==> config.mk <==
export PLATFORM = sky130hd
export DESIGN_NAME = uart_receiver
export DESIGN_NICKNAME = d
export VERILOG_FILES = /design/src/rtl/uart_pkg.sv /design/src/rtl/uart_rx_sync.sv /design/src/rtl/uart_receiver.sv
export SDC_FILE = /design/constraint.sdc
export NUM_CORES = 1
export LEC_CHECK = 0
export CORE_UTILIZATION = 39
export DETAILED_ROUTE_END_ITERATION = 7
export PLACE_DENSITY_LB_ADDON = 0.3
export RECOVER_POWER = 100
export SETUP_SLACK_MARGIN = 0.5
export SYNTH_ARGS = -nofsm -noshare
export SYNTH_HDL_FRONTEND = slang
export SYNTH_SLANG_ARGS = --single-unit
==> constraint.sdc <==
create_clock -name clk -period 2.6 [get_ports clk]
set_clock_uncertainty 0.15 [all_clocks]
set_input_delay 0.39 -clock clk [delete_from_list [all_inputs] [get_ports clk]]
set_output_delay 0.39 -clock clk [all_outputs]
set_load 0.1 [all_outputs]
==> src/rtl/uart_pkg.sv <==
// uart_pkg: definitions shared by the UART receiver and transmitter.
//   - uart_state_e : receiver deframer states
//   - DATA_BITS    : payload bits per frame (8N1)
//   - CNT_W        : width of the per-bit clock counter
//   - majority3    : 2-of-3 vote used by the optional sample filter
package uart_pkg;

    localparam int DATA_BITS = 8;
    localparam int CNT_W     = 16;

    typedef enum logic [2:0] {
        IDLE      = 3'd0,
        START     = 3'd1,
        DATA      = 3'd2,
        STOP      = 3'd3,
        WAIT_IDLE = 3'd4
    } uart_state_e;

    // 2-of-3 majority vote
    function automatic logic majority3(input logic a, input logic b, input logic c);
        return (a & b) | (a & c) | (b & c);
    endfunction

endpackage

==> src/rtl/uart_rx_sync.sv <==
// uart_rx_sync: brings the asynchronous serial line into the clk domain.
// Two-flop synchroniser followed by a one-cycle history flop for edge
// detection. With UART_RX_MAJORITY_EN defined, a second history flop is
// added and `sample` is the 2-of-3 vote of the last three synchronised
// values; otherwise `sample` is the synchronised line itself.
// Ports:
//   clk       in  system clock
//   reset_n   in  asynchronous active-low reset (all flops reset to idle-high)
//   rx_line   in  raw serial input
//   rx_s      out synchronised line
//   rx_s_prev out rx_s delayed by one clock
//   sample    out value used at every bit sample point
module uart_rx_sync
    import uart_pkg::*;
(
    input  logic clk,
    input  logic reset_n,
    input  logic rx_line,
    output logic rx_s,
    output logic rx_s_prev,
    output logic sample
);

    logic meta_r;
    logic sync_r;
    logic prev_r;
`ifdef UART_RX_MAJORITY_EN
    logic prev2_r;
`endif

    // Synchroniser and sample history; reset to the idle-high line level
    always_ff @(posedge clk or negedge reset_n) begin
        if (!reset_n) begin
            meta_r  <= 1'b1;
            sync_r  <= 1'b1;
            prev_r  <= 1'b1;
`ifdef UART_RX_MAJORITY_EN
            prev2_r <= 1'b1;
`endif
        end else begin
            meta_r  <= rx_line;
            sync_r  <= meta_r;
            prev_r  <= sync_r;
`ifdef UART_RX_MAJORITY_EN
            prev2_r <= prev_r;
`endif
        end
    end

    assign rx_s      = sync_r;
    assign rx_s_prev = prev_r;
`ifdef UART_RX_MAJORITY_EN
    assign sample    = majority3(sync_r, prev_r, prev2_r);
`else
    assign sample    = sync_r;
`endif

endmodule

==> src/rtl/uart_receiver.sv <==
// uart_receiver: 8N1 asynchronous serial receiver.
// Detects the start edge on the synchronised line, re-checks the start bit
// at half a bit period, samples each data bit at mid-bit (LSB first) and
// checks the stop bit. Completed bytes go to a one-entry valid/ready buffer.
// Optional build macro: UART_RX_MAJORITY_EN (2-of-3 majority at sample points).
// CLKS_PER_BIT must be >= 8 and < 65536.
// Ports:
//   clk          in  system clock, rising edge
//   reset_n      in  asynchronous active-low reset
//   rx_line      in  serial input, idle high
//   rx_ready     in  consumer accepts byte when rx_valid && rx_ready
//   rx_data      out received byte, stable while rx_valid && !rx_ready
//   rx_valid     out byte present in the output buffer
//   rx_busy      out receiver is not in IDLE
//   rx_frame_err out one-cycle pulse: stop bit sampled low
//   rx_overrun   out one-cycle pulse: byte completed while buffer full (dropped)
module uart_receiver
    import uart_pkg::*;
#(
    parameter int CLK_FREQ     = 50000000,
    parameter int BAUD_RATE    = 19200,
    parameter int CLKS_PER_BIT = CLK_FREQ / BAUD_RATE
) (
    input  logic                 clk,
    input  logic                 reset_n,
    input  logic                 rx_line,
    input  logic                 rx_ready,
    output logic [DATA_BITS-1:0] rx_data,
    output logic                 rx_valid,
    output logic                 rx_busy,
    output logic                 rx_frame_err,
    output logic                 rx_overrun
);

    localparam logic [CNT_W-1:0] BIT_M1   = CNT_W'(CLKS_PER_BIT - 1);
    localparam logic [CNT_W-1:0] HALF_M1  = CNT_W'((CLKS_PER_BIT / 2) - 1);
    localparam logic [CNT_W-1:0] CNT_ZERO = {CNT_W{1'b0}};
    localparam logic [CNT_W-1:0] CNT_ONE  = CNT_W'(1);
    localparam logic [2:0]       LAST_BIT = 3'(DATA_BITS - 1);

    logic rx_s;
    logic rx_s_prev;
    logic sample_s;

    uart_state_e          state_r;
    logic [CNT_W-1:0]     clk_count_r;
    logic [2:0]           bit_idx_r;
    logic [DATA_BITS-1:0] shift_r;
    logic [DATA_BITS-1:0] rx_data_r;
    logic                 rx_valid_r;
    logic                 rx_busy_r;
    logic                 rx_frame_err_r;
    logic                 rx_overrun_r;

    uart_rx_sync u_sync (
        .clk       (clk),
        .reset_n   (reset_n),
        .rx_line   (rx_line),
        .rx_s      (rx_s),
        .rx_s_prev (rx_s_prev),
        .sample    (sample_s)
    );

    // Deframing FSM together with the output buffer and status pulses.
    // rx_busy is updated on every transition so it tracks state_r != IDLE.
    always_ff @(posedge clk or negedge reset_n) begin
        if (!reset_n) begin
            state_r        <= IDLE;
            clk_count_r    <= CNT_ZERO;
            bit_idx_r      <= 3'd0;
            shift_r        <= {DATA_BITS{1'b0}};
            rx_data_r      <= {DATA_BITS{1'b0}};
            rx_valid_r     <= 1'b0;
            rx_busy_r      <= 1'b0;
            rx_frame_err_r <= 1'b0;
            rx_overrun_r   <= 1'b0;
        end else begin
            rx_frame_err_r <= 1'b0;
            rx_overrun_r   <= 1'b0;

            // Consumer handshake; a load in STOP below overrides this
            if (rx_valid_r && rx_ready) begin
                rx_valid_r <= 1'b0;
            end

            case (state_r)
                IDLE: begin
                    clk_count_r <= CNT_ZERO;
                    if (rx_s_prev && !rx_s) begin
                        state_r   <= START;
                        rx_busy_r <= 1'b1;
                    end
                end

                START: begin
                    if (clk_count_r == HALF_M1) begin
                        clk_count_r <= CNT_ZERO;
                        if (!sample_s) begin
                            bit_idx_r <= 3'd0;
                            state_r   <= DATA;
                        end else begin
                            // Line already high again: treat as a glitch
                            state_r   <= IDLE;
                            rx_busy_r <= 1'b0;
                        end
                    end else begin
                        clk_count_r <= clk_count_r + CNT_ONE;
                    end
                end

                DATA: begin
                    if (clk_count_r == BIT_M1) begin
                        clk_count_r        <= CNT_ZERO;
                        shift_r[bit_idx_r] <= sample_s;
                        if (bit_idx_r == LAST_BIT) begin
                            state_r <= STOP;
                        end else begin
                            bit_idx_r <= bit_idx_r + 3'd1;
                        end
                    end else begin
                        clk_count_r <= clk_count_r + CNT_ONE;
                    end
                end

                STOP: begin
                    if (clk_count_r == BIT_M1) begin
                        clk_count_r <= CNT_ZERO;
                        if (sample_s) begin
                            // Leave at mid-stop so the next start edge has half a bit of margin
                            state_r   <= IDLE;
                            rx_busy_r <= 1'b0;
                            if (!rx_valid_r || rx_ready) begin
                                rx_data_r  <= shift_r;
                                rx_valid_r <= 1'b1;
                            end else begin
                                rx_overrun_r <= 1'b1;
                            end
                        end else begin
                            rx_frame_err_r <= 1'b1;
                            state_r        <= WAIT_IDLE;
                        end
                    end else begin
                        clk_count_r <= clk_count_r + CNT_ONE;
                    end
                end

                WAIT_IDLE: begin
                    // Hold off new starts (e.g. during a break) until the line is seen high
                    clk_count_r <= CNT_ZERO;
                    if (rx_s) begin
                        state_r   <= IDLE;
                        rx_busy_r <= 1'b0;
                    end
                end

                default: begin
                    state_r     <= IDLE;
                    clk_count_r <= CNT_ZERO;
                    rx_busy_r   <= 1'b0;
                end
            endcase
        end
    end

    assign rx_data      = rx_data_r;
    assign rx_valid     = rx_valid_r;
    assign rx_busy      = rx_busy_r;
    assign rx_frame_err = rx_frame_err_r;
    assign rx_overrun   = rx_overrun_r;

endmodule

### After elaboration in Yosys (flattened, before gate mapping)

Index checks and enable logic that the tools add are counted.

| word-level totals | value |
|---|---|
| bits in latches | 0 |
| bits in writable memories | 0 |
| logic and storage cells | 83 |
| register bits | 45 |
| output and inout bits | 12 |
| memories kept | 0 |
| bits in read-only memories | 0 |
| input bits | 4 |

| operators by class | value |
|---|---|
| add/subtract/negate cells | 2 |
| multiply operators | 0 |
| eq/ne operators | 15 |
| shift-type cells | 0 |
| bitwise logic cells | 1 |
| divide/modulo/power cells | 0 |
| mux-type cells | 37 |
| reductions and logical operators | 14 |
| magnitude comparators | 2 |

Operators by type and width:

| kind | number |
|---|---|
| 3-bit 2-to-1 mux | 11 |
| 16-bit 2-to-1 mux | 2 |
| 16-bit case mux with 2 select lines | 1 |
| 1-bit 2-to-1 mux | 17 |
| 16-bit by 1-bit adder with 16-bit output (second input constant) | 1 |
| 16-bit by 11-bit == test with 1-bit output (second input constant) | 1 |
| 16-bit by 12-bit == test with 1-bit output (second input constant) | 1 |
| 3-bit case mux with 5 select lines | 1 |
| 2-bit inequality test (second input constant) | 7 |
| 8-bit bitwise mux | 1 |
| 4-bit AND reduction | 2 |
| 3-bit by 2-bit == test with 1-bit output (second input constant) | 2 |
| 3-bit == test (second input constant) | 2 |
| 3-bit case mux with 2 select lines | 1 |
| 6-bit AND reduction | 1 |
| 1-bit case mux with 5 select lines | 1 |
| 5-bit AND reduction | 1 |
| 3-bit by 4-bit < comparator with 1-bit output (second input constant) | 1 |
| 3-bit by 1-bit adder with 3-bit output (second input constant) | 1 |
| 1-bit demux with 3-bit select | 1 |
| 3-bit by 1-bit == test with 1-bit output (second input constant) | 1 |
| 3-bit by 1-bit >= comparator with 1-bit output (second input constant) | 1 |
| 1-bit logical AND | 3 |
| 3-bit logical NOT | 1 |
| 8 further kinds | 9 |

### Longest topological paths before layout

| depth | value |
|---|---|
| word-level depth | 6 |
| depth in mapped cells | 8 |
| depth with buffers taken out | 7 |

### By module

A second synthesis with hierarchy kept.

| unflattened totals | value |
|---|---|
| cell total of the unflattened synthesis | 189 |
| area, all modules | 2163.3 µm² |

By module, submodules not included:

| module | times used | seq. area each (µm²) | area an instance (µm²) | cells each |
|---|---|---|---|---|
| uart_receiver | 1 | 1051.0 | 2077.0 | 185 |
| uart_rx_sync | 1 | 78.8 | 86.3 | 4 |

### Least setup slack after synthesis

OpenSTA, ideal clock, no wires.

| path | value |
|---|---|
| path type | register to register |
| start point | register rx_valid_r, in the netlist rx_valid |
| end point | register rx_data_r[0], in the netlist rx_data[0] |
| path slack | 0.606 ns |
| cell stages (with the launch flop) | 5 |
| buffers on the path | 1 |
| required time | 2.325 ns |
| data arrival time | 1.718 ns |
| period minus slack after synthesis | 1.994 ns |
| setup time | 0.125 ns |
| cells stage by stage | dfrtp_1 nand2b_1 and3b_2 buf_2 mux2_2 |

| on the way | value |
|---|---|
| cells in the longest elaborated chain, start to end | 3 |

RTL lines:

| item | line | source |
|---|---|---|
| start: declaration | uart_receiver.sv:50 | `logic rx_valid_r;` |
| start signal: assignment | uart_receiver.sv:73 | `rx_valid_r <= 1'b0;` |
| start signal: assignment | uart_receiver.sv:83 | `rx_valid_r <= 1'b0;` |
| start signal: assignment | uart_receiver.sv:134 | `rx_valid_r <= 1'b1;` |
| 1-bit logical NOT | uart_receiver.sv:132 | `if (!rx_valid_r \|\| rx_ready) begin` |
| 1-bit logical OR | uart_receiver.sv:132 |  |
| 4-bit AND reduction (no line) | - |  |
| end signal: assignment | uart_receiver.sv:72 | `rx_data_r <= {DATA_BITS{1'b0}};` |
| end signal: assignment | uart_receiver.sv:133 | `rx_data_r <= shift_r;` |
| end: declaration | uart_receiver.sv:49 | `logic [DATA_BITS-1:0] rx_data_r;` |

Every way passes these cells.
A chain may end at the register's enable or synchronous reset.

### Final worst setup path

| path | value |
|---|---|
| start point | register clk_count_r[6] |
| end point | register rx_data_r[4], in the netlist rx_data[4] |

| on the way | value |
|---|---|
| cells in the longest elaborated chain, start to end | 2 |

RTL lines:

| item | line | source |
|---|---|---|
| start: declaration | uart_receiver.sv:46 | `logic [CNT_W-1:0] clk_count_r;` |
| start signal: assignment | uart_receiver.sv:107 | `clk_count_r <= clk_count_r + CNT_ONE;` |
| start signal: assignment | uart_receiver.sv:121 | `clk_count_r <= clk_count_r + CNT_ONE;` |
| start signal: assignment | uart_receiver.sv:143 | `clk_count_r <= clk_count_r + CNT_ONE;` |
| 16-bit by 12-bit == test with 1-bit output | uart_receiver.sv:126 | `if (clk_count_r == BIT_M1) begin` |
| 4-bit AND reduction (no line) | - |  |

Every way passes these cells.

==> results.py <==
metrics = {
    "status": {
        "outcome": "finished, final reports clean",
    },
    "drt": {
        "drc": 0,
        "wl_per_cell_um": 13.7,
        "wl_met1_um": 1950,
        "vias": 1488,
        "wl_um": 4020,
        "drt_pass1_iterations": 4,
        "drt_iter0_drc": 69,
        "via_per_inst": 5.08,
        "route.top_layer_used": "met4",
        "wl_met2_um": 1930,
        "wl_met3_um": 99,
        "ant_nets": 0,
    },
    "placement": {
        "gp_congestion": 0.770,
        "dp.cells": 274,
        "hpwl_um": 2600,
        "portBuffers": 15,
    },
    "worst_hold_path": {
        "hold_depth": 0,
        "holdPathEnd": "u_sync.rx_s$_DFF_PN1_",
        "hold_path.class": "flop to flop",
        "hold_start": "u_sync.meta_r$_DFF_PN1_",
    },
    "synthesis": {
        "syn_avg_cell_area_um2": 11.4,
        "synth_top_family_by_area": "simple AND/OR/NAND/NOR gates",
        "yosysTopAreaCellShare_pct": 48.2,
        "synth_simple_gate_area_share_pct": 22.7,
        "syn-cell-area_mm2": 0.00218,
        "yosys_warnings": 0,
        "synth-adder-area-share_pct": 2.30,
        "synth.distinct_cells": 40,
        "mappedNetlistNets": 199,
        "ys_ff_latch": 45,
        "ys_seq_area_share_pct": 51.8,
        "ys.flop_type": "dfrtp_1",
        "synthCells": 191,
        "synthArstFlopShare_pct": 100,
        "synth_mux_area_share_pct": 10.6,
        "synth-xor-area-share_pct": 5.63,
        "synth_edf_count": 0,
        "synth_compound_area_share_pct": 4.36,
        "synth.area.top_cells": "dfrtp_1 48%, mux2_2 8.8%, nor2_1 4.1%",
        "yosysTopAreaCell": "dfrtp_1",
    },
    "grt": {
        "globalRouteOverflowTotal": 0,
        "antenna_found_initial": 0,
        "grt_pass1_wl_um": 6970,
        "grt_use_total_pct": 14.5,
        "first_global_vias": 1484,
        "grt_max_degree": 27,
    },
    "final_layout": {
        "area_growth_syn_to_layout_pct": 15.9,
        "utilization_pct": 48.2,
        "regArea_mm2": 0.00114,
        "mostFrequentLayoutCell": "dfrtp_1",
        "multi_input_area_mm2": 0.00101,
        "diodes": 0,
        "fin_cells": 293,
        "layout_common_cells": "37 x dfrtp_1, 24 x nor2_1, 17 x mux2_2, 15 x nand2_1, 15 x clkbuf_1",
        "fill_cells": 517,
        "layout-drive-gt1-share_pct": 25.6,
        "final_nets": 230,
    },
    "power_and_ir_drop": {
        "p_int_mw": 1.07,
        "p_total_mw": 1.59,
        "p_comb_share_pct": 23.1,
        "swShare_pct": 32.6,
        "vdd_drop_max_mv": 0.354,
        "switchingPower_mw": 0.519,
        "pwr-share-clk_pct": 27.1,
        "seqPwrFrac_pct": 49.8,
        "leakage_nw": 1.11,
        "powerDensity_mw_per_mm2": 630,
    },
    "die": {
        "die-area_mm2": 0.00589,
        "die_width_um": 76.8,
        "core_area_mm2": 0.00524,
        "fp-row-count": 26,
        "die_y_um": 76.8,
        "io_pins": 16,
        "start_util_pct": 41.6,
    },
    "worst_setup_path": {
        "critPathKind": "flop to flop",
        "worstPathArrival_ns": 2.31,
        "worstSetupStartpointType": "flop",
        "r2r_start": "clk_count_r[6]$_DFF_PN0_",
        "cp-end-kind": "flop",
        "crit_required_ns": 2.63,
        "rrSetupSlack_ns": 0.33,
        "r2r_end": "rx_data[4]$_DFFE_PN0P_",
        "r2r_cells": 5,
        "path_max_fanout": 11,
    },
    "clock_tree": {
        "cts_tree": "yes",
        "cts_buffer_depth": 2,
        "clk_pin_slew_ns": 0.09,
        "htreeDepth": 2,
        "clock-sinks": 45,
        "cts-root-buf": "clkbuf_8",
        "cts-buffers-inserted": 5,
        "clk_latency_ns": 0.29,
    },
    "timing": {
        "fin_crit_ns": 2.27,
        "max_slew.worst_pin.slew_ns": 1.19,
        "finalSetupViolCount": 0,
        "maxSlewHeadroom_pct": 21.1,
        "fmax_mhz": 440,
        "fin_crit_sh_pct": 87.5,
        "whs_ns": 0.214,
        "maxSlewViolCount": 0,
        "finalHoldViolations": 0,
        "setup-tns-final_ns": 0,
        "rsz0062_at_grt": "true",
    },
    "run": {
        "maxCapViolations": 0,
    },
}
sequential cells by signal (all words and copies together) (netlist names):
register,cells
clk_count_r,16
rx_data,8
state_r,3
rx_frame_err,1
bit_idx_r,3
rx_busy,1
shift_r,8
u_sync.rx_s_prev,1
rx_overrun,1
u_sync.rx_s,1
u_sync.meta_r,1
rx_valid,1
stage by stage:
step | area [um^2] | worst slack [ns]
floorplan | 2180 | 0.606
global placement | 2370 | 0.413
detailed placement | 2370 | 0.396
CTS | 2550 | 0.505
global route | 2530 | 0.229
finish | 2530 | 0.326
metal layers:
layer,vias to the layer above,track usage [%]
met5,-,0
met4,0,5.00
met3,7,2.74
met2,17,23.0
met1,727,19.8
li1,737,-
cells by family after synthesis:
kind of cell / count (synthesis)
buffers and inverters: 10
multiplexers: 20
flip-flops: 45
adder cells (fa/ha/maj): 4
XOR/XNOR: 14
AND/OR/NAND/NOR: 86
AO/OA/AOI/OAI: 12
layout make-up:
class                      instances  share of cell area, %
tap                               70                   3.47
clock buffer                       5                   2.72
multi-input combinational        136                   40.2
sequential                        45                   45.0
inverter                           3                  0.446
clock inverter                     3                  0.892
timing repair buffer              31                   7.33
cells in the mapped netlist, drive strengths merged (3+ instances only):
master	n
xnor2	5
o21ai	3
inv	3
nor4	8
xor2	9
nor4b	4
nand4	6
nand2	15
and3	4
ha	4
nor2	24
nand3	6
nor2b	3
dfrtp	42
dfstp	3
mux2	19
nor3	3
buf	5
nand2b	5
power by group through the flow:
stage,clock network [mW],registers [mW],logic (mW)
2_1_floorplan,0,0.827,0.234
3_3_place_gp,0,0.801,0.337
3_5_place_dp,0,0.802,0.336
4_1_cts,0.448,0.786,0.360
5_1_grt,0.475,0.801,0.411
6_report,0.431,0.792,0.368
how the worst max path moves through the flow:
stage | from | to | slack [ns] | cells after the start
global placement | clk_count_r[0]$_DFF_PN0_ | rx_data[5]$_DFFE_PN0P_ | 0.41 | 6
floorplan | rx_valid$_DFF_PN0_ | rx_data[0]$_DFFE_PN0P_ | 0.61 | 4
CTS | clk_count_r[10]$_DFF_PN0_ | rx_data[1]$_DFFE_PN0P_ | 0.51 | 5
detailed placement | clk_count_r[0]$_DFF_PN0_ | rx_data[1]$_DFFE_PN0P_ | 0.40 | 6
finish | clk_count_r[6]$_DFF_PN0_ | rx_data[4]$_DFFE_PN0P_ | 0.33 | 5
global route | clk_count_r[6]$_DFF_PN0_ | rx_data[0]$_DFFE_PN0P_ | 0.23 | 5
critical path, cell delays in order, from the launching register on:
cell and delay, ns:
dfrtp_2 0.44, nor4_1 0.38, nand4_1 0.19, buf_6 0.19, and3b_1 0.44, mux2_2 0.38
timing repair:
action / 4_1_cts / 5_1_grt
hold buffers: 1 / 0
setup endpoints to repair: 26 / 27
setup buffers: 5 / 5
pin swaps: 2 / 3
endpoints found under the hold margin: 21 / 0
resized for setup: 10 / 9
Power figures use the tool's default switching activity.
